## src/rtl/dualportram_pkg.sv

```systemverilog
// dualportram_pkg: shared state and requester types for the dual-port RAM arbiter
package dualportram_pkg;
  typedef enum logic {CLEAR = 1'b0, RUN = 1'b1} ramctl_state_t;
  typedef enum logic {REQ_A = 1'b0, REQ_B = 1'b1} req_id_t;
endpackage

```

## src/rtl/dualportram_arbiter_if.sv

```systemverilog
// dualportram_arbiter_if: one requester's access channel into the RAM arbiter
interface dualportram_arbiter_if #(parameter int ADDRBITS = 9, parameter int DATAWIDTH = 8) ();
  logic req;
  logic we;
  logic [ADDRBITS-1:0] addr;
  logic [DATAWIDTH-1:0] wdata;
  logic gnt;
  logic rvalid;
  logic [DATAWIDTH-1:0] rdata;
  modport master (output req, we, addr, wdata, input gnt, rvalid, rdata);
  modport slave (input req, we, addr, wdata, output gnt, rvalid, rdata);
endinterface

```

## src/rtl/dualportram_arbiter_rr_arbiter2.sv

```systemverilog
// rr_arbiter2: two-way round-robin arbiter with a registered last-winner pointer
module rr_arbiter2
  import dualportram_pkg::*;
(
  input  logic       clk,
  input  logic       reset_n,
  input  logic       enable,
  input  logic [1:0] cand,
  output logic [1:0] grant
);
  req_id_t last;
  // on a tie the requester that did not win last time goes first
  always_comb grant = !enable ? 2'b00 : (&cand) ? (last == REQ_B ? 2'b01 : 2'b10) : cand;
  always_ff @(posedge clk or negedge reset_n)
    if (!reset_n) last <= REQ_B;
    else if (|grant) last <= grant[1] ? REQ_B : REQ_A;
endmodule

```

## src/rtl/dualportram_arbiter.sv

```systemverilog
// dualportram_arbiter: shares one dual-port RAM between two requesters, with a clear sequencer
module dualportram_arbiter
  import dualportram_pkg::*;
#(
  parameter int ADDRBITS       = 9,
  parameter int DATAWIDTH      = 8,
  parameter bit CLEAR_ON_RESET = 1'b1
) (
  input  logic                 clk,
  input  logic                 reset_n,
  input  logic                 clear,
  output logic                 ready,
  dualportram_arbiter_if.slave a,
  dualportram_arbiter_if.slave b,
  output logic [ADDRBITS-1:0]  ram_waddr,
  output logic [DATAWIDTH-1:0] ram_din,
  output logic                 ram_write_en,
  output logic [ADDRBITS-1:0]  ram_raddr,
  input  logic [DATAWIDTH-1:0] ram_dout
);
  ramctl_state_t state, state_n;
  logic [ADDRBITS-1:0] cnt, raddr_q;
  logic [1:0] wg, rg;
  logic en, rv;
  req_id_t rtag;
  assign ready = state == RUN;
  assign en = ready && reset_n;
  always_comb state_n = state == CLEAR ? ((&cnt) ? RUN : CLEAR) : (clear ? CLEAR : RUN);
  rr_arbiter2 u_warb (.clk, .reset_n, .enable(en), .cand({b.req & b.we, a.req & a.we}), .grant(wg));
  rr_arbiter2 u_rarb (.clk, .reset_n, .enable(en), .cand({b.req & ~b.we, a.req & ~a.we}), .grant(rg));
  // cnt is zero outside CLEAR, so an idle write port parks at address 0
  always_comb begin
    ram_write_en = (state == CLEAR && reset_n) || (|wg);
    ram_waddr = wg[1] ? b.addr : wg[0] ? a.addr : cnt;
    ram_din = wg[1] ? b.wdata : wg[0] ? a.wdata : '0;
    ram_raddr = rg[1] ? b.addr : rg[0] ? a.addr : raddr_q;
  end
  assign a.gnt = wg[0] | rg[0];
  assign b.gnt = wg[1] | rg[1];
  assign a.rvalid = rv && rtag == REQ_A;
  assign b.rvalid = rv && rtag == REQ_B;
  assign a.rdata = ram_dout;
  assign b.rdata = ram_dout;
  always_ff @(posedge clk or negedge reset_n)
    if (!reset_n) begin
      state <= CLEAR_ON_RESET ? CLEAR : RUN;
      cnt <= '0;
      raddr_q <= '0;
      rv <= 1'b0;
      rtag <= REQ_A;
    end else begin
      state <= state_n;
      cnt <= state == CLEAR ? cnt + 1'b1 : '0;
      raddr_q <= ram_raddr;
      rv <= |rg;
      rtag <= rg[1] ? REQ_B : REQ_A;
    end
endmodule

```

## src/flat_wrapper.sv

```systemverilog
// flat-port wrapper written by rule: the top's interface ports become plain ports
module dualportram_arbiter_flat import dualportram_pkg::*;
#(
  parameter int ADDRBITS       = 9,
  parameter int DATAWIDTH      = 8,
  parameter bit CLEAR_ON_RESET = 1'b1
)
  (clk, reset_n, clear, ready, ram_waddr, ram_din, ram_write_en, ram_raddr, ram_dout, a_req, a_we, a_addr, a_wdata, a_gnt, a_rvalid, a_rdata, b_req, b_we, b_addr, b_wdata, b_gnt, b_rvalid, b_rdata);
  dualportram_arbiter_if #(.ADDRBITS(ADDRBITS), .DATAWIDTH(DATAWIDTH)) a_i ();
  dualportram_arbiter_if #(.ADDRBITS(ADDRBITS), .DATAWIDTH(DATAWIDTH)) b_i ();
  input  logic clk;
  input  logic reset_n;
  input  logic clear;
  output logic ready;
  output logic [ADDRBITS-1:0] ram_waddr;
  output logic [DATAWIDTH-1:0] ram_din;
  output logic ram_write_en;
  output logic [ADDRBITS-1:0] ram_raddr;
  input  logic [DATAWIDTH-1:0] ram_dout;
  input wire logic [$bits(a_i.req)-1:0] a_req;
  input wire logic [$bits(a_i.we)-1:0] a_we;
  input wire logic [$bits(a_i.addr)-1:0] a_addr;
  input wire logic [$bits(a_i.wdata)-1:0] a_wdata;
  output wire logic [$bits(a_i.gnt)-1:0] a_gnt;
  output wire logic [$bits(a_i.rvalid)-1:0] a_rvalid;
  output wire logic [$bits(a_i.rdata)-1:0] a_rdata;
  input wire logic [$bits(b_i.req)-1:0] b_req;
  input wire logic [$bits(b_i.we)-1:0] b_we;
  input wire logic [$bits(b_i.addr)-1:0] b_addr;
  input wire logic [$bits(b_i.wdata)-1:0] b_wdata;
  output wire logic [$bits(b_i.gnt)-1:0] b_gnt;
  output wire logic [$bits(b_i.rvalid)-1:0] b_rvalid;
  output wire logic [$bits(b_i.rdata)-1:0] b_rdata;
  assign a_i.req = a_req;
  assign a_i.we = a_we;
  assign a_i.addr = a_addr;
  assign a_i.wdata = a_wdata;
  assign a_gnt = a_i.gnt;
  assign a_rvalid = a_i.rvalid;
  assign a_rdata = a_i.rdata;
  assign b_i.req = b_req;
  assign b_i.we = b_we;
  assign b_i.addr = b_addr;
  assign b_i.wdata = b_wdata;
  assign b_gnt = b_i.gnt;
  assign b_rvalid = b_i.rvalid;
  assign b_rdata = b_i.rdata;
  dualportram_arbiter #(.ADDRBITS(ADDRBITS), .DATAWIDTH(DATAWIDTH), .CLEAR_ON_RESET(CLEAR_ON_RESET)) u_core (.clk(clk), .reset_n(reset_n), .clear(clear), .ready(ready), .a(a_i), .b(b_i), .ram_waddr(ram_waddr), .ram_din(ram_din), .ram_write_en(ram_write_en), .ram_raddr(ram_raddr), .ram_dout(ram_dout));
endmodule
```

## config.mk

```make
export PLATFORM = sky130hd
export DESIGN_NAME = dualportram_arbiter_flat
export DESIGN_NICKNAME = d
export VERILOG_FILES = /design/src/rtl/dualportram_pkg.sv /design/src/rtl/dualportram_arbiter_if.sv /design/src/rtl/dualportram_arbiter_rr_arbiter2.sv /design/src/rtl/dualportram_arbiter.sv /design/src/flat_wrapper.sv
export SDC_FILE = /design/constraint.sdc
export NUM_CORES = 1
export LEC_CHECK = 0
export ABC_AREA = 1
export CORE_MARGIN = 3
export CORE_UTILIZATION = 40
export CTS_BUF_LIST = sky130_fd_sc_hd__clkbuf_4
export DETAILED_ROUTE_END_ITERATION = 12
export HOLD_SLACK_MARGIN = 0.06
export PLACE_DENSITY = 0.82
export RECOVER_POWER = 100
export SKIP_CTS_REPAIR_TIMING = 1
export SYNTH_ARGS = -nofsm -noshare
export SYNTH_HDL_FRONTEND = slang
export SYNTH_SLANG_ARGS = --single-unit
```

## constraint.sdc

```tcl
create_clock -name clk -period 2.25 [get_ports clk]
set_clock_uncertainty 0.1 [all_clocks]
set_input_delay 0.675 -clock clk [delete_from_list [all_inputs] [get_ports clk]]
set_output_delay 0.675 -clock clk [all_outputs]
set_load 0.02 [all_outputs]
```

==> out/metrics.yaml <==
cts.sink_count: 23
gp_congestion: 0.886
ys.warnings.count: 0
die_width_um: 72.7
wire_length_of_the_first_global_routing_pass_um: 8110
synth_area_per_cell_sq_um: 6.77
worst-path-max-fanout: 6
drtPass1Iterations: 5
maximum_achievable_frequency_mhz: 405
first_iter_violations: 237
report.final.slew_viol_count: 0
worst_flop_to_flop_path_startpoint: "u_core.cnt[0]"
maxSlewHeadroom: 0.805
proportion_of_synthesized_chip_area_in_sequential_cells: 0.325
p_per_area_nw_per_um2: 554
overflow_left_after_global_routing: 0
placement_rows: 23
dieHeight_um: 72.7
worst_r2r_endpoint: "u_core.cnt[8]"
grt_start_max_net_pins: 25
total_leakage_power_nw: 1.69
end_kind: "output pin"
critical_path.endpoint: "ram_waddr[6]"
violations: "setup timing"
postSynthCellCount: 263
run_status: "finished with violations"
final-hold-violation-count: 0
utilization_after_layout: 0.776
cts.reportedPaths.clkPinSlew_ns: 0.13
grt_pass1_vias: 1791
drc: 0
postSynthNetCount: 314
reg2reg_setup_slack_ns: 0.59
postLayoutSetupSlackWorst_ns: -0.220
grt_util_all_layers: 0.193
multi_input_area_sq_um: 1160
n_antenna_cell: 0
cp_data_arrival_time_ns: 1.70
fin_crit_ns: 2.47
clock_tree.root_cell: "sky130_fd_sc_hd__clkbuf_4"
setup.worst_path.start: "u_core.u_warb.last"
cp.required_ns: 1.47
final_design_area_no_fill_sq_um: 3220
clk-insertion-delay-late_ns: 0.32
cap_viol_max_count: 0
grt_antenna_before_repair: 0
fill_cells: 241
detailed_place.area_sq_um: 2530
grt_setup_unrepaired: "yes"
cts_htree_levels: 1
kind_of_launch_point_of_the_worst_setup_path: "register"
setup_viol_count_final: 29
synthesis.area_sq_um: 1780
areaGrowthSynthToFinish_pct: 80.7
ys_seq_elements: 23
layout-drive-gt1-share: 0.468
tritoncts: "yes"
final_net_count: 411
numCtsBuffers: 3
power.ir.vdd_worst_mv: 0.455
synth_cell_types: 24
dpl.hpwl_um: 4010
cts.path.max_buffers: 2
design.die.area_sq_um: 5290
routed_via_count: 2279
fin_crit_sh: 1.10
hold_path.class: "in2async"
antenna_violating_nets_post_route: 0
reg_area_sq_um: 578
detail_route.vias_per_cell: 5.57
routedWlPerCell_um: 18.5
routed_wirelength_um: 7580
critical_setup_path_class: "reg2out"
max_slew.worst_pin.slew_ns: 0.293
io-pin-count: 97
start_util: 0.430
port_buffers: 72
design.core.area_sq_um: 4140
worst-r2r-cell-count: 8
placed cells by master (no fill, tap or decap):
master | netlist | final
sky130_fd_sc_hd__nor3_1 | 1 | 1
sky130_fd_sc_hd__o21ai_1 | 3 | 3
sky130_fd_sc_hd__clkdlybuf4s50_1 | 0 | 37
sky130_fd_sc_hd__o21ai_0 | 9 | 4
sky130_fd_sc_hd__o21ai_2 | 0 | 4
sky130_fd_sc_hd__buf_2 | 2 | 1
sky130_fd_sc_hd__nand3_1 | 26 | 8
sky130_fd_sc_hd__inv_8 | 0 | 1
sky130_fd_sc_hd__a31oi_1 | 1 | 1
sky130_fd_sc_hd__inv_1 | 48 | 41
sky130_fd_sc_hd__clkbuf_4 | 0 | 4
sky130_fd_sc_hd__dfrtp_1 | 21 | 21
sky130_fd_sc_hd__nor2_8 | 1 | 1
sky130_fd_sc_hd__nand2_4 | 1 | 8
sky130_fd_sc_hd__nand2_1 | 82 | 45
sky130_fd_sc_hd__inv_6 | 0 | 2
sky130_fd_sc_hd__inv_2 | 0 | 3
sky130_fd_sc_hd__o21ai_4 | 0 | 1
sky130_fd_sc_hd__nor2_4 | 0 | 3
sky130_fd_sc_hd__inv_4 | 0 | 4
sky130_fd_sc_hd__nand3_4 | 2 | 5
sky130_fd_sc_hd__clkinv_2 | 3 | 1
sky130_fd_sc_hd__nand4_1 | 10 | 10
sky130_fd_sc_hd__buf_6 | 4 | 41
sky130_fd_sc_hd__clkinv_4 | 0 | 1
sky130_fd_sc_hd__dfstp_2 | 2 | 2
sky130_fd_sc_hd__buf_12 | 0 | 1
sky130_fd_sc_hd__a21oi_1 | 4 | 4
sky130_fd_sc_hd__nand3_2 | 7 | 23
sky130_fd_sc_hd__buf_4 | 17 | 23
sky130_fd_sc_hd__buf_8 | 0 | 6
sky130_fd_sc_hd__ha_1 | 2 | 2
sky130_fd_sc_hd__dlymetal6s2s_1 | 0 | 2
sky130_fd_sc_hd__nor2_1 | 13 | 11
sky130_fd_sc_hd__clkbuf_1 | 1 | 1
sky130_fd_sc_hd__nand2_2 | 2 | 30
sky130_fd_sc_hd__nand2_8 | 0 | 3
critical path, cell delays in order, from the launching register on:
cell,delay (ns)
sky130_fd_sc_hd__dfstp_2,0.59
sky130_fd_sc_hd__inv_2,0.05
sky130_fd_sc_hd__nand3_4,0.11
sky130_fd_sc_hd__nand3_4,0.14
sky130_fd_sc_hd__buf_6,0.16
sky130_fd_sc_hd__nand2_2,0.07
sky130_fd_sc_hd__nand3_2,0.07
sky130_fd_sc_hd__nand2_2,0.08
sky130_fd_sc_hd__buf_6,0.11
cell type report:
cell class | count | area share
Clock buffer | 4 | 0.00933
Tap cell | 50 | 0.0194
Multi-Input combinational cell | 167 | 0.362
Timing Repair Buffer | 112 | 0.357
Sequential cell | 23 | 0.180
Timing Repair inverter | 2 | 0.00506
Inverter | 51 | 0.0673
power by group:
group | total, W | switching [W] | leakage [nW] | internal [W]
combinational | 0.000986 | 0.000522 | 1.40 | 0.000464
sequential | 0.000580 | 0.0000750 | 0.263 | 0.000505
clock | 0.000217 | 0.000136 | 0.0184 | 0.0000815
total | 0.00178 | 0.000732 | 1.69 | 0.00105
sequential cells by signal, indices dropped and copies added, names as in the netlist:
name / count
u_core.ready: 1
u_core.raddr_q: 9
u_core.cnt: 9
u_core.rv: 1
u_core.u_rarb.last: 1
u_core.rtag: 1
u_core.u_warb.last: 1
how the worst min path moves through the flow:
stage                              endpoint  slack [ns]  cells past startpoint
after floorplan               u_core.cnt[0]        0.28                      0
after global placement        u_core.cnt[0]        0.37                      1
after detailed placement      u_core.cnt[0]        0.38                      1
after CTS                     u_core.cnt[0]        0.40                      1
after global routing      u_core.raddr_q[0]        0.19                      2
final                     u_core.raddr_q[8]        0.19                      2
metrics by stage:
stage / worst slack, ns / power, W / hold slack, ns / std cells / setup TNS, ns
floorplan: -0.0995 / 0.00101 / 0.279 / 263 / -0.796
global placement: -1.03 / 0.00132 / 0.367 / 382 / -28.65
detailed placement: -1.10 / 0.00134 / 0.379 / 382 / -30.28
CTS: -1.11 / 0.00155 / 0.397 / 386 / -30.51
global route: -0.317 / 0.00189 / 0.195 / 409 / -6.62
finish: -0.220 / 0.00178 / 0.192 / 409 / -5.08
logic make-up (layout without fill, tap and decap cells):
logic type / count (synthesis) / count (layout) / synth area share
AND/OR/NAND/NOR: 146 / 148 / 0.398
flip-flops: 23 / 23 / 0.325
adder cells (fa/ha/maj): 2 / 2 / 0.0141
buffers and inverters: 75 / 169 / 0.214
AO/OA/AOI/OAI: 17 / 17 / 0.0485
synthesized netlist by cell type (all sizes together):
| library cell | number | area (sq um) |
|---|---|---|
| inv | 48 | 180 |
| clkbuf | 1 | 3.75 |
| ha | 2 | 25.0 |
| a21oi | 4 | 20.0 |
| o21ai | 12 | 60.1 |
| nand2 | 85 | 332 |
| a31oi | 1 | 6.26 |
| buf | 23 | 183 |
| nor3 | 1 | 5.00 |
| dfstp | 2 | 52.6 |
| nand3 | 35 | 235 |
| dfrtp | 21 | 526 |
| nor2 | 15 | 75.1 |
| clkinv | 3 | 15.0 |
| nand4 | 10 | 62.6 |
per-layer routing:
layer  wire length [um]  share of wire  up-vias  track usage
met4                310          0.041        0       0.0615
met2               3860           0.51      153        0.336
met1               2790           0.37     1083        0.245
li1                   -              -      998            -
met3                623          0.082       45       0.0275
met5                  0              0        -            0
Power figures use the tool's default switching activity.
